File: src/rtl/conv_window_sequencer.sv
// Address/control sequencer for a KxK convolution over an IMG_W x IMG_W image.
// Walks windows row-major, one MAC per tap, then holds each result on a valid/ready port.
module conv_window_sequencer #(
  parameter int  IMG_W = 4,
  parameter int  K     = 2,
  localparam int NW    = IMG_W - K + 1,
  localparam int PA_W  = (IMG_W * IMG_W > 1) ? $clog2(IMG_W * IMG_W) : 1,
  localparam int CA_W  = (K * K > 1) ? $clog2(K * K) : 1,
  localparam int OA_W  = (NW * NW > 1) ? $clog2(NW * NW) : 1
) (
  input  logic            CLK,
  input  logic            RESET,
  input  logic            start,
  input  logic            out_ready,
  output logic            busy,
  output logic            done,
  output logic [PA_W-1:0] pix_addr,
  output logic [CA_W-1:0] coef_addr,
  output logic            acc_en,
  output logic            acc_clr,
  output logic            out_valid,
  output logic [OA_W-1:0] out_addr
);

  localparam int RC_W = (NW > 1) ? $clog2(NW) : 1;
  localparam int IJ_W = (K > 1) ? $clog2(K) : 1;

  typedef enum logic [1:0] {IDLE, MAC, WRITE, DONE} state_t;

  state_t          state_q, state_d;
  logic [RC_W-1:0] r_q, r_d, c_q, c_d;
  logic [IJ_W-1:0] i_q, i_d, j_q, j_d;

  // NOTE: state registers use non-blocking assignments so every flop samples
  // the pre-edge value of its neighbours, independent of statement order.
  always_ff @(posedge CLK) begin
    if (RESET) begin
      state_q <= IDLE;
      r_q     <= '0;
      c_q     <= '0;
      i_q     <= '0;
      j_q     <= '0;
    end else begin
      state_q <= state_d;
      r_q     <= r_d;
      c_q     <= c_d;
      i_q     <= i_d;
      j_q     <= j_d;
    end
  end

  // NOTE: every signal written below gets a default first, so no path through
  // the case statement can leave one unassigned and infer a latch.
  always_comb begin
    state_d   = state_q;
    r_d       = r_q;
    c_d       = c_q;
    i_d       = i_q;
    j_d       = j_q;
    busy      = 1'b0;
    done      = 1'b0;
    acc_en    = 1'b0;
    acc_clr   = 1'b0;
    out_valid = 1'b0;
    pix_addr  = '0;
    coef_addr = '0;
    out_addr  = '0;

    unique case (state_q)
      IDLE: begin
        if (start) begin
          state_d = MAC;
          r_d     = '0;
          c_d     = '0;
          i_d     = '0;
          j_d     = '0;
        end
      end

      MAC: begin
        busy      = 1'b1;
        acc_en    = 1'b1;
        acc_clr   = (i_q == '0) && (j_q == '0);
        pix_addr  = PA_W'((32'(r_q) + 32'(i_q)) * IMG_W + 32'(c_q) + 32'(j_q));
        coef_addr = CA_W'(32'(i_q) * K + 32'(j_q));
        if (j_q == IJ_W'(K - 1)) begin
          j_d = '0;
          if (i_q == IJ_W'(K - 1)) begin
            i_d     = '0;
            state_d = WRITE;
          end else begin
            i_d = i_q + 1'b1;
          end
        end else begin
          j_d = j_q + 1'b1;
        end
      end

      WRITE: begin
        busy      = 1'b1;
        out_valid = 1'b1;
        out_addr  = OA_W'(32'(r_q) * NW + 32'(c_q));
        // Taps already wrapped to 0 on the last MAC; only the window moves here.
        if (out_ready) begin
          if (c_q == RC_W'(NW - 1)) begin
            c_d = '0;
            if (r_q == RC_W'(NW - 1)) begin
              r_d     = '0;
              state_d = DONE;
            end else begin
              r_d     = r_q + 1'b1;
              state_d = MAC;
            end
          end else begin
            c_d     = c_q + 1'b1;
            state_d = MAC;
          end
        end
      end

      DONE: begin
        done    = 1'b1;
        state_d = IDLE;
      end

      default: state_d = IDLE;
    endcase
  end

endmodule

File: config.mk
export PLATFORM = sky130hd
export DESIGN_NAME = conv_window_sequencer
export DESIGN_NICKNAME = d
export VERILOG_FILES = /design/src/rtl/conv_window_sequencer.sv
export SDC_FILE = /design/constraint.sdc
export NUM_CORES = 1
export LEC_CHECK = 0
export BUFFER_PORTS_ARGS = -buffer_cell sky130_fd_sc_hd__buf_2
export CAP_MARGIN = 40
export CORE_MARGIN = 2
export CORE_UTILIZATION = 40
export DETAILED_ROUTE_END_ITERATION = 8
export SYNTH_ARGS = -nofsm -noshare
export SYNTH_HDL_FRONTEND = slang
export SYNTH_SLANG_ARGS = --single-unit
File: constraint.sdc
create_clock -name CLK -period 5.2 [get_ports CLK]
set_input_delay 1.04 -clock CLK [delete_from_list [all_inputs] [get_ports CLK]]
set_output_delay 1.04 -clock CLK [all_outputs]
set_load 0.01 [all_outputs]
==> flow_summary.ini <==
[cts]
tritoncts.num_buffers = 3
clock_insertion_delay_worst_skew_ps = 260
cts_buffer_depth = 2
cts-hold-fix-buffers = 0
worst_setup_hold_path_clk_slew_ps = 60
htree_num_levels = 1
cts_tree = done
cts_post_setup_buffers_inserted = 0
resized_gates_after_cts = 0
clock_root_buffer = sky130_fd_sc_hd__clkbuf_4
clkSinkCount = 8

[grt]
grt.total_usage = 0.155
number_of_antenna_violations_at_the_first_check_in_global_routing = 0
vias_in_the_first_global_route = 555
largest_net_degree_at_the_start_of_global_routing = 14
overflow = 0
grt_pass1_wl_mm = 2.37

[sta]
clock_skew_ps = 4.92
max_slew_margin = 0.694
finalWorstPathRequiredPeriod_ps = 3120
setup_tns_ps = 0
fmax_ghz = 0.321
tightestPinTransition_ps = 456
finalHoldViolCount = 0
min_period_over_period = 0.599
setup_viol = 0
min_hold_slack_ps = 539
rsz0062_at_grt = no
final_max_slew_viol_count = 0

[synthesis]
synth_ff_type = sky130_fd_sc_hd__dfxtp_1
async_flop_share = 0
synth.yosys.warnings = 0
netlist-cell-type-count = 30
postSynthAreaPerCell_um2 = 8.87
syn-num-nets = 101
netlist_area_um2 = 727
sequential_area_share_after_synthesis = 0.220
synthCells = 82
yosys_register_bits = 8
count_of_flip_flops_with_a_built_in_enable_after_synthesis = 0

[power_and_ir_drop]
power_per_cell_area_mw_per_mm2 = 320
seq_power_share = 0.315
power.ir.vdd_worst_uv = 220
pwr-share-clk = 0.178
internal_power_w = 0.000155
static-leakage-power_nw = 0.417
comb_power_share = 0.507
switchingPower_w = 0.000119
sw_frac_of_total = 0.434

[die]
initial_cell_density_of_the_core = 0.421
die_width_um = 46.6
rows = 15
fp.dieH_um = 46.6
die_area_mm2 = 0.00217
core_area_mm2 = 0.00173
io_pins = 19

[setup_path]
cp-end-kind = primary output
reg2reg_setup_slack_ps = 3320
crit_arrival_ps = 2080
required_ps = 4160
timing.setup.critical_path_class = register to primary output
critPathLaunchType = register
crit_fanout = 7

[drt]
detail-route-antenna-nets = 0
dr.first_iter.drc_count = 2
vias = 609
remaining_design_rule_violation_count = 0
avgRoutedWirePerCell_um = 11.0
route.final.wire_length_mm = 1.38
drt_pass1_iterations = 2
via_per_inst = 4.87

[placed_design]
place_congestion = 0.721
detailed_place.area_um2 = 832
dp.final_hpwl_mm = 1.06
io_buffers = 18

[layout]
mostFrequentLayoutCells = sky130_fd_sc_hd__buf_2, sky130_fd_sc_hd__ha_1, sky130_fd_sc_hd__dfxtp_1
final_core_util = 0.495
number_of_antenna_diodes = 0
stdcell_area_um2 = 855
post_route_cells_drive_above_1_share = 0.250
area_growth_pct = 17.6
fin_nets = 121
mostFrequentLayoutCell = sky130_fd_sc_hd__buf_2

[outcome]
run_status = completed

[flow_run]
cap_violations = 0

[min_path]
hold_path_class = register to register
-- worst max-delay path, cell delays in order, from the launching register on --
cell and delay (ps):
sky130_fd_sc_hd__dfxtp_1 450, sky130_fd_sc_hd__fa_1 460, sky130_fd_sc_hd__ha_1 200, sky130_fd_sc_hd__inv_1 70
sky130_fd_sc_hd__fa_1 400, sky130_fd_sc_hd__nor2b_1 100, sky130_fd_sc_hd__buf_2 130
-- power groups by stage --
| stage | registers (W) | clock network, W | logic, W |
|---|---|---|---|
| floorplan | 0.0000841 | 0 | 0.000106 |
| global placement | 0.0000874 | 0 | 0.000136 |
| detailed placement | 0.0000879 | 0 | 0.000139 |
| finish | 0.0000863 | 0.0000487 | 0.000139 |
| CTS | 0.0000864 | 0.0000497 | 0.000140 |
| global route | 0.0000885 | 0.0000520 | 0.000159 |
-- cells in the mapped netlist (2+ instances only) --
library cell,instances,area (µm²)
sky130_fd_sc_hd__ha_1,13,163
sky130_fd_sc_hd__dfxtp_1,8,160
sky130_fd_sc_hd__and2_1,7,43.8
sky130_fd_sc_hd__inv_1,7,26.3
sky130_fd_sc_hd__a21oi_1,4,20.0
sky130_fd_sc_hd__nor2b_1,4,25.0
sky130_fd_sc_hd__o31ai_1,4,30.0
sky130_fd_sc_hd__nand4b_1,3,26.3
sky130_fd_sc_hd__nor2_1,3,11.3
sky130_fd_sc_hd__nor3b_1,3,22.5
sky130_fd_sc_hd__o21ai_0,3,15.0
sky130_fd_sc_hd__a211oi_1,2,15.0
sky130_fd_sc_hd__fa_1,2,40.0
sky130_fd_sc_hd__nand2_1,2,7.51
sky130_fd_sc_hd__xor2_1,2,17.5
-- sequential cells by signal (all words and copies together), names as in the netlist --
signal,count
i_q,1
c_q,2
state_q,2
j_q,1
r_q,2
-- area by class of cell --
cell class / instances / area, µm²
Clock buffer: 3 / 22.5
Fill cell: 189 / 872
Inverter: 7 / 26.3
Multi-Input combinational cell: 64 / 524
Sequential cell: 8 / 160
Tap cell: 25 / 31.3
Timing Repair Buffer: 18 / 90.1
-- logic make-up after synthesis --
group	synth area share
AOI/OAI and AO/OA	0.133
xor gates and xnor gates	0.0362
adders and majority gates	0.279
buffers and inverters	0.0585
DFF	0.220
and+or+nand+nor	0.274
-- through the flow --
step	std cells	setup WS, ps	power, W
finish	125	2080	0.000274
global route	125	1940	0.000299
CTS	125	2070	0.000276
detailed placement	122	2340	0.000226
global placement	122	2400	0.000223
floorplan	82	2490	0.000190
-- metal layers --
layer  track usage  part of all wire
met5             0                 0
met3        0.0235             0.036
met1         0.186              0.48
met4        0.0833             0.014
met2         0.261              0.47
-- final timing paths --
| check | startpoint | endpoint | cells past startpoint |
|---|---|---|---|
| setup reg to reg | state_q[0] | state_q[1] | 6 |
| setup / recovery | c_q[1] | out_addr[2] | 6 |
| hold reg to reg | state_q[1] | state_q[1] | 2 |
| hold / removal | state_q[1] | state_q[1] | 2 |
(Power assumes the default switching activity.)
